File: src/rtl/decoder_sel_sequencer.sv
// Select-code sequencer feeding the 3-to-8 decoder: scans sel through a latched
// range with a per-code dwell, one-shot or continuous, up or down.
module decoder_sel_sequencer #(
  parameter int unsigned DWELL_W = 8
) (
  input  logic               clk,
  input  logic               rst_n,
  input  logic               start,
  input  logic               stop,
  input  logic               mode_cont,
  input  logic               dir,
  input  logic [2:0]         first,
  input  logic [2:0]         last,
  input  logic [DWELL_W-1:0] dwell,
  output logic [2:0]         sel,
  output logic               active,
  output logic               step,
  output logic               done,
  output logic               busy
);

  typedef enum logic {IDLE, RUN} state_t;

  state_t             state_q, state_d;
  logic [2:0]         sel_q, sel_d;
  logic               active_q, active_d;
  logic               step_q, step_d;
  logic               done_q, done_d;
  logic               busy_q, busy_d;
  logic [DWELL_W-1:0] cnt_q, cnt_d;
  logic [2:0]         first_q, first_d;
  logic [2:0]         last_q, last_d;
  logic               dir_q, dir_d;
  logic               cont_q, cont_d;
  logic [DWELL_W-1:0] dwell_q, dwell_d;

  always_ff @(posedge clk or negedge rst_n) begin
    if (!rst_n) begin
      state_q  <= IDLE;
      sel_q    <= '0;
      active_q <= 1'b0;
      step_q   <= 1'b0;
      done_q   <= 1'b0;
      busy_q   <= 1'b0;
      cnt_q    <= '0;
      first_q  <= '0;
      last_q   <= '0;
      dir_q    <= 1'b0;
      cont_q   <= 1'b0;
      dwell_q  <= '0;
    end else begin
      state_q  <= state_d;
      sel_q    <= sel_d;
      active_q <= active_d;
      step_q   <= step_d;
      done_q   <= done_d;
      busy_q   <= busy_d;
      cnt_q    <= cnt_d;
      first_q  <= first_d;
      last_q   <= last_d;
      dir_q    <= dir_d;
      cont_q   <= cont_d;
      dwell_q  <= dwell_d;
    end
  end

  always_comb begin
    state_d  = state_q;
    sel_d    = sel_q;
    active_d = active_q;
    step_d   = 1'b0;
    done_d   = 1'b0;
    busy_d   = busy_q;
    cnt_d    = cnt_q;
    first_d  = first_q;
    last_d   = last_q;
    dir_d    = dir_q;
    cont_d   = cont_q;
    dwell_d  = dwell_q;

    unique case (state_q)
      IDLE: begin
        if (start && !stop) begin
          first_d  = first;
          last_d   = last;
          dir_d    = dir;
          cont_d   = mode_cont;
          dwell_d  = dwell;
          cnt_d    = '0;
          sel_d    = first;
          active_d = 1'b1;
          busy_d   = 1'b1;
          step_d   = 1'b1;
          state_d  = RUN;
        end
      end
      RUN: begin
        if (stop) begin
          active_d = 1'b0;
          busy_d   = 1'b0;
          state_d  = IDLE;
        end else if (cnt_q != dwell_q) begin
          cnt_d = cnt_q + 1'b1;
        end else begin
          cnt_d = '0;
          if (sel_q != last_q) begin
            sel_d  = dir_q ? sel_q - 3'd1 : sel_q + 3'd1;
            step_d = 1'b1;
          end else if (cont_q) begin
            sel_d  = first_q;
            step_d = 1'b1;
          end else begin
            // one-shot end: sel keeps showing last while done pulses
            done_d   = 1'b1;
            active_d = 1'b0;
            busy_d   = 1'b0;
            state_d  = IDLE;
          end
        end
      end
      default: state_d = IDLE;
    endcase
  end

  assign sel    = sel_q;
  assign active = active_q;
  assign step   = step_q;
  assign done   = done_q;
  assign busy   = busy_q;

endmodule

File: config.mk
export PLATFORM = sky130hd
export DESIGN_NAME = decoder_sel_sequencer
export DESIGN_NICKNAME = d
export VERILOG_FILES = /design/src/rtl/decoder_sel_sequencer.sv
export SDC_FILE = /design/constraint.sdc
export NUM_CORES = 1
export LEC_CHECK = 0
export BUFFER_PORTS_ARGS = -buffer_cell sky130_fd_sc_hd__buf_2
export CAP_MARGIN = 20
export CORE_MARGIN = 2
export CORE_UTILIZATION = 45
export DETAILED_ROUTE_END_ITERATION = 6
export PLACE_DENSITY = 0.66
export SYNTH_ARGS = -nofsm -noshare
export SYNTH_HDL_FRONTEND = slang
export SYNTH_SLANG_ARGS = --single-unit
File: constraint.sdc
create_clock -name clk -period 2.47 [get_ports clk]
set_clock_uncertainty 0.1 [all_clocks]
set_input_delay 0.494 -clock clk [delete_from_list [all_inputs] [get_ports clk]]
set_output_delay 0.494 -clock clk [all_outputs]
set_load 0.03 [all_outputs]
==> results.sh, run 1 <==
export IMPL_status="finished, final reports clean"
export IMPL_dr_pass1_iters=4
export IMPL_core_area_um2=3340
export IMPL_grt_ovfl_total=0
export IMPL_period_needed_ns=1.97
export IMPL_fmax_mhz=509
export IMPL_clkTransAtPathRegs_ns=0.10
export IMPL_fill_cells=308
export IMPL_initial_core_util=0.465
export IMPL_ys_async_sr_fraction=1.00
export IMPL_hp_class="input pin to asynchronous set/reset pin"
export IMPL_stdcell_count=209
export IMPL_finalSetupViolations=0
export IMPL_r2r_start="sel[0]$_DFFE_PN0P_"
export IMPL_yosys_top_cells_area="dfrtp_1 (50%), mux2_2 (12%), xor2_1 (4.5%)"
export IMPL_holdBufCountCts=0
export IMPL_areaGrowthSynthToFinish_pct=17.6
export IMPL_routed_wl_um=2850
export IMPL_fin_crit_sh=0.796
export IMPL_clockRootBuffer="clkbuf_4"
export IMPL_hold_violations=0
export IMPL_insertion_delay_ns=0.34
export IMPL_grt_antenna_before_repair=0
export IMPL_cts_sinks=31
export IMPL_cp_required_ns=2.61
export IMPL_clockBufferDepth=2
export IMPL_gp_congestion=0.774
export IMPL_synthesis_area_um2=1550
export IMPL_cap_violations=0
export IMPL_irDropWorstVdd_mv=0.501
export IMPL_final_nets=184
export IMPL_yosysWarnings=0
export IMPL_cts_tree="done"
export IMPL_ctsResizeCount=0
export IMPL_placedCellCount=201
export IMPL_die_h_um=62.7
export IMPL_ios=27
export IMPL_maxSlewViolCount=0
export IMPL_syn_inst=131
export IMPL_worstSetupPathType="flip-flop to flip-flop"
export IMPL_power_density_nw_per_um2=901
export IMPL_relSlewSlack=0.550
export IMPL_ys_ff_latch=31
export IMPL_grt_util_all_layers=0.172
export IMPL_ant_nets=0
export IMPL_r2r_cells=7
export IMPL_drive_gt1_frac=0.356
export IMPL_synth_top_cells_by_count="dfrtp_1 (31), mux2_2 (16), inv_1 (9)"
export IMPL_synth_top_area_share=0.500
export IMPL_via_per_inst=5.30
export IMPL_h_tree_depth=2
export IMPL_dp_hpwl_um=2130
export IMPL_drtIter0Drc=43
export IMPL_drc=0
export IMPL_numPortBuffers=26
export IMPL_rows=21
export IMPL_grt_pass1_vias=1128
export IMPL_rsz0062_at_grt="no"
export IMPL_fin_util=0.547
export IMPL_grt_pass1_wl_um=5060
export IMPL_die_x_um=62.7
export IMPL_cts_buffers=5
export IMPL_synth_most_common_cell="dfrtp_1"
export IMPL_synth_top_flop_cell="dfrtp_1"
export IMPL_cts_setup_buffers=0
export IMPL_grt_max_degree=32
export IMPL_insertedDiodeCount=0
export IMPL_startpoint_type="flip-flop"
export IMPL_syn_num_nets=153
export IMPL_p_leak_uw=0.000842
export IMPL_wl_per_cell_um=13.6
export IMPL_crit_fanout=4
export IMPL_yosysTopAreaCell="dfrtp_1"
export IMPL_synth_seq_area_share=0.500
export IMPL_power_uw=1640
export IMPL_tns_ns=0
export IMPL_synth_cell_type_count=35
export IMPL_postSynthAreaPerCell_um2=11.9
export IMPL_r2r_end="sel[2]$_DFFE_PN0P_"
export IMPL_cp_end_kind="flip-flop"
export IMPL_vias=1108
export IMPL_dieArea_um2=3940
export IMPL_tightestPinTransition_ns=0.675
export IMPL_r2r_slack_ns=0.50
export IMPL_synth_edf_count=0
export IMPL_cp_arrival_ns=2.11
==> how the worst max path moves through the flow <==
stage,start,endpoint,cells after the start
floorplan,sel[0]$_DFFE_PN0P_,sel[2]$_DFFE_PN0P_,7
finish,sel[0]$_DFFE_PN0P_,sel[2]$_DFFE_PN0P_,7
detailed placement,sel[0]$_DFFE_PN0P_,sel[2]$_DFFE_PN0P_,7
global route,sel[0]$_DFFE_PN0P_,sel[2]$_DFFE_PN0P_,7
global placement,sel[0]$_DFFE_PN0P_,sel[2]$_DFFE_PN0P_,7
CTS,sel[0]$_DFFE_PN0P_,sel[2]$_DFFE_PN0P_,7
==> per-layer routing <==
metal | vias up | routed length (µm) | global-route usage
li1 | 521 | - | -
met1 | 543 | 1230 | 0.201
met2 | 37 | 1390 | 0.277
met3 | 7 | 148 | 0.0559
met4 | 0 | 76 | 0.100
met5 | - | 0 | 0
==> cell usage in the layout, fill, tap and decap left out, types with 2 or more instances in the layout <==
cell / count
o21ai_1: 2
o21ai_0: 3
mux2_2: 16
xor2_1: 8
nor2_1: 5
a22o_1: 3
nor4_4: 2
buf_2: 26
xnor2_1: 7
mux2_1: 3
nand2_1: 4
inv_1: 9
nand3_1: 7
nor4_1: 2
a21oi_1: 5
clkbuf_4: 5
a31oi_1: 2
mux2i_1: 2
and3_1: 2
buf_4: 2
dfrtp_1: 31
==> state kept, by name, summed over array words and instances, names as in the netlist <==
name	count
busy	1
cnt_q	8
cont_q	1
dir_q	1
done	1
dwell_q	8
first_q	3
last_q	3
sel	3
state_q	1
step	1
==> kinds of logic after synthesis <==
logic type,count (synthesis),synth area share
AO/OA/AOI/OAI,22,0.101
XOR/XNOR,15,0.0846
adder cells (fa/ha/maj),2,0.0210
buffers and inverters,13,0.0355
flip-flops,31,0.500
multiplexers,21,0.151
AND/OR/NAND/NOR,27,0.108
==> power by group <==
part	switching (µW)	internal (µW)
Sequential	103	609
Clock	183	239
Combinational	270	240
==> cell type report <==
type | count | area (µm²) | share of cell area
Sequential cell | 31 | 776 | 0.425
Multi-Input combinational cell | 87 | 727 | 0.398
Timing Repair Buffer | 28 | 145 | 0.0795
Tap cell | 46 | 57.6 | 0.0315
Clock buffer | 6 | 51.3 | 0.0281
Clock inverter | 2 | 35.0 | 0.0192
Inverter | 9 | 33.8 | 0.0185
==> metrics by stage <==
| step | area, µm² | hold WS (ns) | worst slack, ns |
|---|---|---|---|
| 3_5_place_dp | 1740 | 0.392 | 0.518 |
| 5_1_grt | 1830 | 0.117 | 0.401 |
| 6_report | 1830 | 0.0701 | 0.504 |
| 2_1_floorplan | 1550 | 0.0984 | 0.391 |
| 4_1_cts | 1830 | 0.0907 | 0.502 |
| 3_3_place_gp | 1740 | 0.393 | 0.578 |
==> worst max-delay path, cell delays in order (launching register included) <==
cell	delay [ns]
dfrtp_1	0.42
inv_1	0.10
fa_1	0.44
xnor2_1	0.18
xnor2_1	0.13
and2_1	0.13
o22ai_1	0.07
mux2_1	0.30
No activity file was read; power rests on OpenSTA's default activity.
==> inputs of run 2 (changes only) <==
--- a/config.mk
+++ b/config.mk
@@ -5,12 +5,13 @@
 export SDC_FILE = /design/constraint.sdc
 export NUM_CORES = 1
 export LEC_CHECK = 0
+export ABC_AREA = 1
 export BUFFER_PORTS_ARGS = -buffer_cell sky130_fd_sc_hd__buf_2
 export CAP_MARGIN = 20
 export CORE_MARGIN = 2
 export CORE_UTILIZATION = 45
 export DETAILED_ROUTE_END_ITERATION = 6
-export PLACE_DENSITY = 0.66
+export PLACE_DENSITY = 0.65
 export SYNTH_ARGS = -nofsm -noshare
 export SYNTH_HDL_FRONTEND = slang
 export SYNTH_SLANG_ARGS = --single-unit
==> constraint.sdc (replaced) <==
create_clock -name clk -period 2 [get_ports clk]
set_clock_uncertainty 0.1 [all_clocks]
set_input_delay 0.4 -clock clk [delete_from_list [all_inputs] [get_ports clk]]
set_output_delay 0.4 -clock clk [all_outputs]
set_load 0.03 [all_outputs]
==> run 2 against run 1 <==
  * Critical endpoint unchanged
  * Largest power group unchanged
  * Total power increased by 21%
  * Via count rose by 29%
  * Flip-flop and latch count did not move
  * First-iteration DRC count up 40%
  * Combinational power rose by 7.5%
  * Sequential power rose by 15%
==> results.sh, run 2 <==
export IMPL_insertion_delay_ns=0.28
export IMPL_final_common_cell="nand2_1"
export IMPL_rows=22
export IMPL_cp_end_kind="flip-flop"
export IMPL_final_nets=280
export IMPL_postSynthAreaPerCell_um2=7.74
export IMPL_cp_arrival_ns=1.72
export IMPL_cts_sinks=31
export IMPL_numPortBuffers=26
export IMPL_worstSetupPathType="flip-flop to flip-flop"
export IMPL_relSlewSlack=0.535
export IMPL_period_needed_ns=1.65
export IMPL_holdWs_ns=0.0688
export IMPL_power_density_nw_per_um2=974
export IMPL_wl_per_cell_um=11.0
export IMPL_dpl_instance_area_um2=1930
export IMPL_grt_max_degree=35
export IMPL_crit_fanout=5
export IMPL_synth_top_flop_cell="dfrtp_1"
export IMPL_reg_top3="cnt_q: 8 flops, dwell_q: 8 flops"
export IMPL_ios=27
export IMPL_yosys_top_cells_area="dfrtp_1 (44%), nand2_1 (15%), inv_1 (7.2%)"
export IMPL_ys_ff_latch=31
export IMPL_most_common_layout_cells="nand2_1 (71), inv_1 (34), dfrtp_1 (31)"
export IMPL_cap_violations=0
export IMPL_dp_hpwl_um=2480
export IMPL_yosysTopAreaCell="dfrtp_1"
export IMPL_cpPeakStageDelay_ns=0.43
export IMPL_tightestPinTransition_ns=0.697
export IMPL_ant_nets=0
export IMPL_insertedDiodeCount=0
export IMPL_startpoint_type="flip-flop"
export IMPL_synth_edf_count=0
export IMPL_r2r_start="sel[0]$_DFFE_PN0P_"
export IMPL_cp_required_ns=2.07
export IMPL_clockBufferDepth=2
export IMPL_syn_inst=230
export IMPL_irDropWorstVdd_mv=0.881
export IMPL_drc=0
export IMPL_fin_crit_sh=0.824
export IMPL_die_x_um=66.9
export IMPL_ctsResizeCount=0
export IMPL_clockRootBuffer="clkbuf_8"
export IMPL_areaGrowthSynthToFinish_pct=15.0
export IMPL_r2r_cells=9
export IMPL_cpMaxStageDelayCell="fa_1"
export IMPL_grt_antenna_before_repair=0
export IMPL_synth_top_area_share=0.436
export IMPL_gp_congestion=0.818
export IMPL_holdBufCountCts=0
export IMPL_cts_tree="done"
export IMPL_design_area_um2=2050
export IMPL_grt_util_all_layers=0.176
export IMPL_status="finished, final reports clean"
export IMPL_fmax_mhz=607
export IMPL_ys_async_sr_fraction=1.00
export IMPL_die_h_um=66.9
export IMPL_dr_pass1_iters=4
export IMPL_synth_cell_type_count=29
export IMPL_clkTransAtPathRegs_ns=0.07
export IMPL_cts_setup_buffers=0
export IMPL_drtIter0Drc=60
export IMPL_grt_pass1_wl_um=5870
export IMPL_synth_seq_area_share=0.436
export IMPL_via_per_inst=4.67
export IMPL_routed_wl_um=3380
export IMPL_seq_area_um2=776
export IMPL_drive_gt1_frac=0.201
export IMPL_dieArea_um2=4480
export IMPL_critPathMostFrequentCell="nand2_1"
export IMPL_yosysWarnings=0
export IMPL_multi_input_area_um2=822
export IMPL_tns_ns=0
export IMPL_syn_num_nets=252
export IMPL_dp_slack_ns=0.359
export IMPL_power_uw=2000
export IMPL_finalSetupViolations=0
export IMPL_core_area_um2=3740
export IMPL_hp_class="input pin to asynchronous set/reset pin"
export IMPL_grt_ovfl_total=0
export IMPL_synth_top_cells_by_count="nand2_1 (71), inv_1 (34), dfrtp_1 (31)"
export IMPL_maxSlewViolCount=0
export IMPL_crit_chain="inv_1, fa_1, nand3b_1, nand2_1, nand2_1, nand3_1, nand2_1, nand3_1, nand2_1"
export IMPL_synth_most_common_cell="nand2_1"
export IMPL_initial_core_util=0.476
export IMPL_vias=1434
export IMPL_h_tree_depth=2
export IMPL_hold_violations=0
export IMPL_synthesis_area_um2=1780
export IMPL_grt_pass1_vias=1329
export IMPL_cts_buffers=5
export IMPL_p_leak_uw=0.00108
export IMPL_rsz0062_at_grt="no"
export IMPL_crit_start="sel[0]$_DFFE_PN0P_"
export IMPL_setup_ws_ns=0.352
export IMPL_fill_cells=387
==> run 2: worst max-delay path, delay by kind of cell, from the launching register on <==
| kind | cells | cell delay [ns] |
|---|---|---|
| flops | 1 | 0.41 |
| buf+inv | 1 | 0.10 |
| fa+ha+maj | 1 | 0.43 |
| simple gates | 7 | 0.51 |
==> run 2: power breakdown <==
| group | switching, µW | internal (µW) | total (µW) | leakage [µW] |
|---|---|---|---|---|
| Combinational | 345 | 204 | 548 | 0.000644 |
| Sequential | 87.9 | 729 | 817 | 0.000378 |
| Clock | 227 | 403 | 630 | 0.0000612 |
| Total | 660 | 1340 | 2000 | 0.00108 |
==> run 2: worst paths after layout <==
path                                               end  slack [ns]
worst min register to register  first_q[2]$_DFFE_PN0P_        0.41
worst max-delay path                sel[2]$_DFFE_PN0P_        0.35
min in group clk                        done$_DFF_PN0_        0.24
worst min-delay path              cnt_q[2]$_DFFE_PN0P_        0.07
worst max register to register      sel[2]$_DFFE_PN0P_        0.35
max in group asynchronous       first_q[2]$_DFFE_PN0P_        1.29
==> run 2: logic make-up after synthesis <==
group                    synth area share
AO/OA/AOI/OAI                      0.0632
XOR/XNOR                           0.0443
adder cells (fa/ha/maj)            0.0183
buffers and inverters               0.103
flip-flops                          0.436
multiplexers                       0.0316
AND/OR/NAND/NOR                     0.304
==> run 2: final cells by class <==
cell class                      count  area share
Inverter                           36      0.0660
Timing Repair Buffer               27      0.0672
Clock inverter                      2      0.0171
Multi-Input combinational cell    157       0.401
Sequential cell                    31       0.379
Tap cell                           48      0.0293
Clock buffer                        6      0.0403
==> run 2: stage by stage <==
stage          utilization  std cells
4_1_cts              0.547        307
3_3_place_gp         0.516        299
3_5_place_dp         0.516        299
6_report             0.547        307
2_1_floorplan            -        230
5_1_grt              0.547        307
==> run 2: layer usage <==
layer / up-vias / track usage / wire length (µm)
met4: 0 / 0.0459 / 26
li1: 762 / - / -
met1: 650 / 0.238 / 1730
met3: 2 / 0.0456 / 119
met5: - / 0 / 0
met2: 20 / 0.281 / 1510
